**config.mk**
```make
export PLATFORM = sky130hd
export DESIGN_NAME = writeback_stage
export DESIGN_NICKNAME = d
export VERILOG_FILES = /design/src/rtl/writeback_stage_pkg.sv /design/src/rtl/writeback_stage_load_extender.sv /design/src/rtl/writeback_stage.sv
export SDC_FILE = /design/constraint.sdc
export NUM_CORES = 1
export LEC_CHECK = 0
export BUFFER_PORTS_ARGS = -buffer_cell sky130_fd_sc_hd__buf_2
export CAP_MARGIN = 20
export CORE_ASPECT_RATIO = 1.1
export CORE_MARGIN = 1
export CORE_UTILIZATION = 40
export CTS_BUF_LIST = sky130_fd_sc_hd__clkbuf_8
export CTS_CLUSTER_SIZE = 20
export DETAILED_ROUTE_END_ITERATION = 8
export PLACE_DENSITY = 0.77
export SETUP_SLACK_MARGIN = 0.4
export SLEW_MARGIN = 20
export SYNTH_ARGS = -nofsm -noshare
export SYNTH_HDL_FRONTEND = slang
export SYNTH_SLANG_ARGS = --single-unit
```
**constraint.sdc**
```tcl
create_clock -name wb_clk -period 1.8 [get_ports wb_clk]
set_clock_uncertainty 0.1 [all_clocks]
set_input_delay 0.09 -clock wb_clk [delete_from_list [all_inputs] [get_ports wb_clk]]
set_output_delay 0.09 -clock wb_clk [all_outputs]
set_load 0.005 [all_outputs]
```
**src/rtl/writeback_stage_pkg.sv**
```systemverilog
// writeback_stage_pkg
//   Shared definitions for the writeback stage: opcode/funct field widths,
//   the load opcodes the stage recognises, and a small load-size decoder.
//   No ports; imported by writeback_stage and load_extender.
package writeback_stage_pkg;

  localparam int OPCODE_WIDTH = 6;
  localparam int FUNCT_WIDTH  = 6;

  localparam logic [OPCODE_WIDTH-1:0] OP_LB  = 6'h20;
  localparam logic [OPCODE_WIDTH-1:0] OP_LH  = 6'h21;
  localparam logic [OPCODE_WIDTH-1:0] OP_LW  = 6'h23;
  localparam logic [OPCODE_WIDTH-1:0] OP_LBU = 6'h24;
  localparam logic [OPCODE_WIDTH-1:0] OP_LHU = 6'h25;

  typedef enum logic [1:0] {
    LOAD_NONE = 2'd0,
    LOAD_BYTE = 2'd1,
    LOAD_HALF = 2'd2,
    LOAD_WORD = 2'd3
  } load_size_e;

  // Collapse the load opcodes into an access size; anything else is not a load
  function automatic load_size_e decode_load_size(input logic [OPCODE_WIDTH-1:0] opcode);
    load_size_e size;
    size = LOAD_NONE;
    if (opcode == OP_LB || opcode == OP_LBU) size = LOAD_BYTE;
    if (opcode == OP_LH || opcode == OP_LHU) size = LOAD_HALF;
    if (opcode == OP_LW)                     size = LOAD_WORD;
    return size;
  endfunction

  // Only LB and LH sign-extend; the U variants zero-extend
  function automatic logic is_signed_load(input logic [OPCODE_WIDTH-1:0] opcode);
    return (opcode == OP_LB) || (opcode == OP_LH);
  endfunction

endpackage

```
**src/rtl/writeback_stage_load_extender.sv**
```systemverilog
// load_extender
//   Combinational sub-word load extraction for the writeback stage.
//   Picks the byte or halfword lane addressed by the low address bits
//   (little-endian), sign- or zero-extends it, and flags misaligned
//   halfword/word loads. Non-load opcodes pass the word through.
//   Compiled only when WB_SUBWORD_LOAD_EN is defined.
// Ports:
//   opcode   in  OPCODE_WIDTH  opcode of the instruction being captured
//   off      in  2             byte offset, ALU result bits [1:0]
//   word     in  32            word read from data memory
//   data     out 32            extracted and extended load value
//   misalign out 1             halfword/word access not naturally aligned
`ifdef WB_SUBWORD_LOAD_EN
module load_extender
  import writeback_stage_pkg::*;
(
  input  logic [OPCODE_WIDTH-1:0] opcode,
  input  logic [1:0]              off,
  input  logic [31:0]             word,
  output logic [31:0]             data,
  output logic                    misalign
);

  load_size_e  size;
  logic        sign_ext;
  logic [7:0]  byte_lane;
  logic [15:0] half_lane;

  // Lane selection and extension; a halfword lane is chosen by off[1] alone,
  // so off[0] only matters for the misalignment flag.
  always_comb begin
    size      = decode_load_size(opcode);
    sign_ext  = is_signed_load(opcode);
    data      = word;
    misalign  = 1'b0;
    case (off)
      2'd0:    byte_lane = word[7:0];
      2'd1:    byte_lane = word[15:8];
      2'd2:    byte_lane = word[23:16];
      default: byte_lane = word[31:24];
    endcase
    half_lane = off[1] ? word[31:16] : word[15:0];
    case (size)
      LOAD_BYTE: data = {{24{sign_ext & byte_lane[7]}}, byte_lane};
      LOAD_HALF: begin
        data     = {{16{sign_ext & half_lane[15]}}, half_lane};
        misalign = off[0];
      end
      LOAD_WORD: misalign = |off;
      default:   data = word;
    endcase
  end

endmodule
`endif

```
**src/rtl/writeback_stage.sv**
```systemverilog
// writeback_stage
//   Final MIPS pipeline stage. Registers the memory-stage result, selects ALU
//   value or load data, and drives the register-file write port. Also counts
//   committed instructions and reports misaligned loads.
//   Optional feature macro: WB_SUBWORD_LOAD_EN enables LB/LBU/LH/LHU/LW lane
//   extraction and misalignment detection; without it load data passes
//   through unchanged and wb_o_misalign stays 0.
// Ports:
//   wb_clk, wb_rst         clock (rising edge), async active-low reset
//   wb_i_ce/stall/flush    valid, hold, discard controls from upstream
//   wb_i_opcode            opcode carried down the pipe
//   wb_i_alu_value         ALU result; bits [1:0] are the load byte offset
//   wb_i_load_data         word read from data memory
//   wb_i_rd_addr           destination register
//   wb_i_reg_wr            RegWrite control
//   wb_i_memtoreg          1 = load data, 0 = ALU value
//   wb_o_data/rd_addr      register-file write data/address (held when idle)
//   wb_o_reg_wr            write strobe, one cycle per commit
//   wb_o_ce                instruction committed this cycle
//   wb_o_misalign          committed load was misaligned (write suppressed)
//   wb_o_retired           committed-instruction count, wraps
module writeback_stage
  import writeback_stage_pkg::*;
#(
  parameter int DWIDTH   = 32,
  parameter int AWIDTH   = 5,
  parameter int CNTWIDTH = 32
) (
  input  logic                    wb_clk,
  input  logic                    wb_rst,
  input  logic                    wb_i_ce,
  input  logic                    wb_i_stall,
  input  logic                    wb_i_flush,
  input  logic [OPCODE_WIDTH-1:0] wb_i_opcode,
  input  logic [DWIDTH-1:0]       wb_i_alu_value,
  input  logic [DWIDTH-1:0]       wb_i_load_data,
  input  logic [AWIDTH-1:0]       wb_i_rd_addr,
  input  logic                    wb_i_reg_wr,
  input  logic                    wb_i_memtoreg,
  output logic [DWIDTH-1:0]       wb_o_data,
  output logic [AWIDTH-1:0]       wb_o_rd_addr,
  output logic                    wb_o_reg_wr,
  output logic                    wb_o_ce,
  output logic                    wb_o_misalign,
  output logic [CNTWIDTH-1:0]     wb_o_retired
);

  logic              capture;
  logic [DWIDTH-1:0] load_value;
  logic [DWIDTH-1:0] next_data;
  logic              load_misalign;

`ifdef WB_SUBWORD_LOAD_EN
  load_extender u_load_extender (
    .opcode   (wb_i_opcode),
    .off      (wb_i_alu_value[1:0]),
    .word     (wb_i_load_data),
    .data     (load_value),
    .misalign (load_misalign)
  );
`else
  // Opcode is only needed for lane extraction; keep it visibly sunk
  logic unused_opcode;
  assign unused_opcode = ^wb_i_opcode;
  assign load_value    = wb_i_load_data;
  assign load_misalign = 1'b0;
`endif

  // Stall outranks flush, flush outranks ce
  assign capture   = wb_i_ce & ~wb_i_stall & ~wb_i_flush;
  assign next_data = wb_i_memtoreg ? load_value : wb_i_alu_value;

  // Stage register. Control outputs are recomputed every cycle so they drop
  // to 0 when nothing is captured; data/address hold their last values.
  // The counter advances at capture so it already reflects the commit in the
  // cycle wb_o_ce is high.
  always_ff @(posedge wb_clk or negedge wb_rst) begin
    if (!wb_rst) begin
      wb_o_data     <= '0;
      wb_o_rd_addr  <= '0;
      wb_o_reg_wr   <= 1'b0;
      wb_o_ce       <= 1'b0;
      wb_o_misalign <= 1'b0;
      wb_o_retired  <= '0;
    end else begin
      wb_o_ce       <= capture;
      wb_o_misalign <= capture & load_misalign;
      wb_o_reg_wr   <= capture & wb_i_reg_wr & ~load_misalign & (wb_i_rd_addr != '0);
      if (capture) begin
        wb_o_data    <= next_data;
        wb_o_rd_addr <= wb_i_rd_addr;
        wb_o_retired <= wb_o_retired + CNTWIDTH'(1);
      end
    end
  end

endmodule

```
==> results by stage <==
CTS:
- After clock tree synthesis, the clock-pin slew on the worst setup and hold paths is 0.07 ns.
- The insertion delay to the later sink of the worst-skew pair is approximately 0.33 ns.
- The clock sink count is 71.
- In this run the clock root is driven by a sky130_fd_sc_hd__clkbuf_8.
- The buffer depth of the longest clock path is 2.
- TritonCTS built the clock tree.
- The number of buffers created by CTS is 9.
- The clock tree synthesis step divided the H-tree into 3 levels.

Timing:
- The final hold violation count is 6.
- The tightest hold path in the finished design has a slack of -0.0442 ns.
- Headroom to the max-slew limit came out at 63.6%.
- Setup repair after global routing could not meet its margin everywhere.
- The final number of max-transition violations is 0.
- The final cycle utilization of the critical path is 96.1%.
- At the pin with the least slew margin, the transition time is about 0.55 ns.
- The number of endpoints failing setup at the final stage is 0.
- The shortest period the worst path allows is between 1.5 and 2 ns.
- The worst path meets setup with 0.0694 ns of slack.
- Based on the critical path, the design can be clocked at up to 0.578 GHz.

Yosys:
- Synthesis produced 289 cells.
- The share of the synthesized area in compound gates (AO/OA/AOI/OAI) is 5.26%.
- Multiplexer cells account for between 10% and 20% of the synthesized area.
- The post-synthesis xor/xnor area fraction is under 10%.
- The synthesized netlist occupies a cell area of 0.00323 mm2.
- The post-synthesis share of cell area spent on and, or, nand and nor gates is 16.2%.
- In this run the mean area of a mapped cell was 11.2 um2.
- Of the synthesized area, sequential elements account for 55.0%.
- Of the total synthesized cell area, the portion taken by full adders, half adders and majority gates is 0.387%.
- After synthesis, the netlist uses 30 different library cells.
- The Yosys step of the flow raised 0 warnings.
- The largest family of logic cells by synthesized area is simple AND/OR/NAND/NOR gates.
- Counting every net in the synthesized netlist gives 372.
- Synthesis inferred 71 register bits.

Finish:
- The number of nets in the final layout is 601.
- The multi-input combinational cells in the finished layout cover a total of 0.00147 mm2.
- The repair_antennas step left the layout with diodes totalling 0.
- The layout-stage area growth over the synthesis result is 59.6%.
- The count of fill cells added during filler insertion is between 500 and 600.
- Of the cells placed in the final design, the portion with a size suffix greater than 1 is 43.2%.
- Cells fill 65.6% of the core in the end.
- The flip-flop and latch area is between 0.0015 and 0.002 mm2.

Routing:
- The number of iterations in the first detailed-routing pass is 4.
- The routed length per instance is 15.8 um.
- Dividing the detail-routed via count by the number of cells gives 5.09.
- For this block, the via count after detailed routing is 3209.
- After the first detailed-routing iteration, the DRC count stood at 89.
- In this run the remaining antenna-violating nets after routing total 0.
- The routed design has 9980 um of wire.
- For this run, design rule violations remaining after detail routing come to 0.

Floorplanning:
- In this run the standard cell core region covers 0.00787 mm2.
- The vertical extent of the die is 96.3 um.
- The floorplan step set the die width to just under 90 um.
- The initial core utilization is 41.1%.
- The die covers 0.00845 mm2.
- In this run the count of I/O pins placed on the die edge is about 150.
- The number of cell rows is 34.

Placed design:
- The final weighted congestion in routability-driven placement is 0.823.
- The detailed-placement wirelength estimate is between 5000 and 6000 um.
- The pre-CTS worst setup slack is 0.0317 ns.
- The count of input and output buffers is 146.

Power:
- The peak ir drop on the vdd network is ~0.38 mV.
- Overall power consumption after layout is estimated at 0.00416 W.
- In this run the static leakage power is 2.61 nW.
- In this run the power density over the cells is 806 mW/mm2.

Outcome:
- The flow ran to the end, but the final reports show violations.
- The checks that failed: negative hold slack.

Worst setup path:
- STA puts the critical path data arrival time at 1.89 ns.
- The biggest fanout along the worst timing path is 5.
- Data on the critical path is required at its endpoint by 1.96 ns.
- STA classifies the critical path startpoint as a flop.
- The critical path class is reg2reg.
- The kind of capture point of the worst setup path is a flop.

Run:
- The total of max-cap violations is 0.

Hold path:
- The min-delay analysis places its worst path in the category in2reg.

GRT:
- Across every metal layer, demand over resource in global routing totals 24.9%.
- Global routing finished with a remaining overflow of 0.
- The largest net degree at the start of global routing is 75.
- The first global-routing pass estimated 15800 um of wire.
- The number of global-route vias before repair is 3319.
- The number of antenna violations at the first check in global routing is 0.
-- layout make-up --
| class | instances | area share, % |
|---|---|---|
| flip-flops and latches | 71 | 34.5 |
| repair buffers | 233 | 30.3 |
| multi-input cells | 198 | 28.6 |
| clock buffers | 10 | 2.67 |
| well taps | 108 | 2.62 |
| clock inverters | 6 | 1.02 |
| inverters | 5 | 0.364 |
-- what timing repair did --
item                       in CTS  in global routing
setup endpoints to repair      25                 46
hold buffers                   71                  2
gates resized for setup        11                  7
pin swaps                       2                  1
setup buffers                   8                  5
hold endpoints to repair       78                  2
gates cloned                    1                  0
-- worst max-delay path, cell delays in order, from the launching register on --
cell and delay (ns):
sky130_fd_sc_hd__dfrtp_1 0.40, sky130_fd_sc_hd__nand4_4 0.12, sky130_fd_sc_hd__or4_4 0.51, sky130_fd_sc_hd__buf_6 0.16, sky130_fd_sc_hd__nor4_4 0.22, sky130_fd_sc_hd__xor2_1 0.16
-- cells in the final DEF, fill, tap and decap left out, types with 12 or more instances in the layout --
cell / instances
sky130_fd_sc_hd__a21oi_1: 32
sky130_fd_sc_hd__buf_2: 145
sky130_fd_sc_hd__buf_4: 30
sky130_fd_sc_hd__dfrtp_1: 68
sky130_fd_sc_hd__dlygate4sd3_1: 52
sky130_fd_sc_hd__mux2i_1: 31
sky130_fd_sc_hd__nand4_1: 13
sky130_fd_sc_hd__nor2_1: 34
sky130_fd_sc_hd__xnor2_1: 19
sky130_fd_sc_hd__xor2_1: 12
-- final timing paths --
kind | startpoint | endpoint | slack [ns] | cells after the start
setup reg to reg | wb_o_retired[6]$_DFFE_PN0P_ | wb_o_retired[24]$_DFFE_PN0P_ | 0.07 | 5
min in group asynchronous | wb_rst | wb_o_retired[3]$_DFFE_PN0P_ | 0.19 | 2
setup / recovery | wb_o_retired[6]$_DFFE_PN0P_ | wb_o_retired[24]$_DFFE_PN0P_ | 0.07 | 5
hold / removal | wb_i_load_data[7] | wb_o_data[7]$_DFFE_PN0P_ | -0.04 | 3
hold reg to reg | wb_o_retired[31]$_DFFE_PN0P_ | wb_o_retired[31]$_DFFE_PN0P_ | 0.37 | 1
max in group asynchronous | wb_rst | wb_o_retired[19]$_DFFE_PN0P_ | 0.79 | 3
-- layer usage --
metal  global-route usage (%)  wire [um]  vias up
met5                        0          0        -
met4                     10.5        225        0
met3                     6.43        702       22
met2                     41.3       4890      162
met1                     30.6       4170     1552
li1                         -          -     1473
-- flip-flops by register name, summed over array words and instances (netlist names) --
name / flops
wb_o_data: 32
wb_o_retired: 32
wb_o_rd_addr: 5
wb_o_ce: 1
wb_o_reg_wr: 1
-- power by group --
part | total (W) | switching [W] | internal [W] | leakage, nW
Sequential | 0.00195 | 0.000148 | 0.00180 | 0.848
Combinational | 0.000977 | 0.000442 | 0.000535 | 1.65
Clock | 0.00123 | 0.000569 | 0.000661 | 0.108
-- synthesized netlist by cell type --
master	n	share of area [%]
sky130_fd_sc_hd__nor2_1	35	4.1
sky130_fd_sc_hd__nor3_2	1	0.31
sky130_fd_sc_hd__buf_6	1	0.35
sky130_fd_sc_hd__and4_1	2	0.54
sky130_fd_sc_hd__buf_1	2	0.23
sky130_fd_sc_hd__nor3_1	10	1.5
sky130_fd_sc_hd__o311a_1	1	0.31
sky130_fd_sc_hd__nor4_1	2	0.39
sky130_fd_sc_hd__buf_4	1	0.23
sky130_fd_sc_hd__a21oi_1	32	5.0
sky130_fd_sc_hd__and2_1	2	0.39
sky130_fd_sc_hd__inv_1	5	0.58
sky130_fd_sc_hd__nand2_1	9	1.0
sky130_fd_sc_hd__ha_1	1	0.39
sky130_fd_sc_hd__and3_1	3	0.58
sky130_fd_sc_hd__nor4_2	2	0.77
sky130_fd_sc_hd__nand4_4	1	0.66
sky130_fd_sc_hd__clkbuf_1	11	1.3
sky130_fd_sc_hd__mux2i_1	32	9.9
sky130_fd_sc_hd__xor2_1	12	3.3
sky130_fd_sc_hd__or3_1	2	0.39
sky130_fd_sc_hd__mux2_2	6	2.1
sky130_fd_sc_hd__nand4_1	13	2.5
sky130_fd_sc_hd__nand3_1	8	1.2
sky130_fd_sc_hd__xnor2_1	19	5.1
sky130_fd_sc_hd__nor4_4	2	1.3
sky130_fd_sc_hd__dfrtp_1	71	55
sky130_fd_sc_hd__or4_1	1	0.23
sky130_fd_sc_hd__conb_1	1	0.12
sky130_fd_sc_hd__nor3b_1	1	0.23
-- cell families (layout without fill, tap and decap cells) --
logic type	count (synthesis)	after routing
simple gates	94	94
flops	71	71
mux	38	38
compound gates	33	33
xor+xnor	31	31
buf+inv	20	254
fa+ha+maj	1	1
other cells	1	1
-- metrics by stage --
step / cell area, um2 / instances / TNS [ns]
final: 5160 / 631 / 0
after global routing: 5160 / 631 / -0.00476
after CTS: 5290 / 645 / 0
after detailed placement: 4260 / 549 / 0
after global placement: 4260 / 549 / 0
after floorplan: 3270 / 289 / 0
Note: power is estimated with default switching activity, not from simulation.
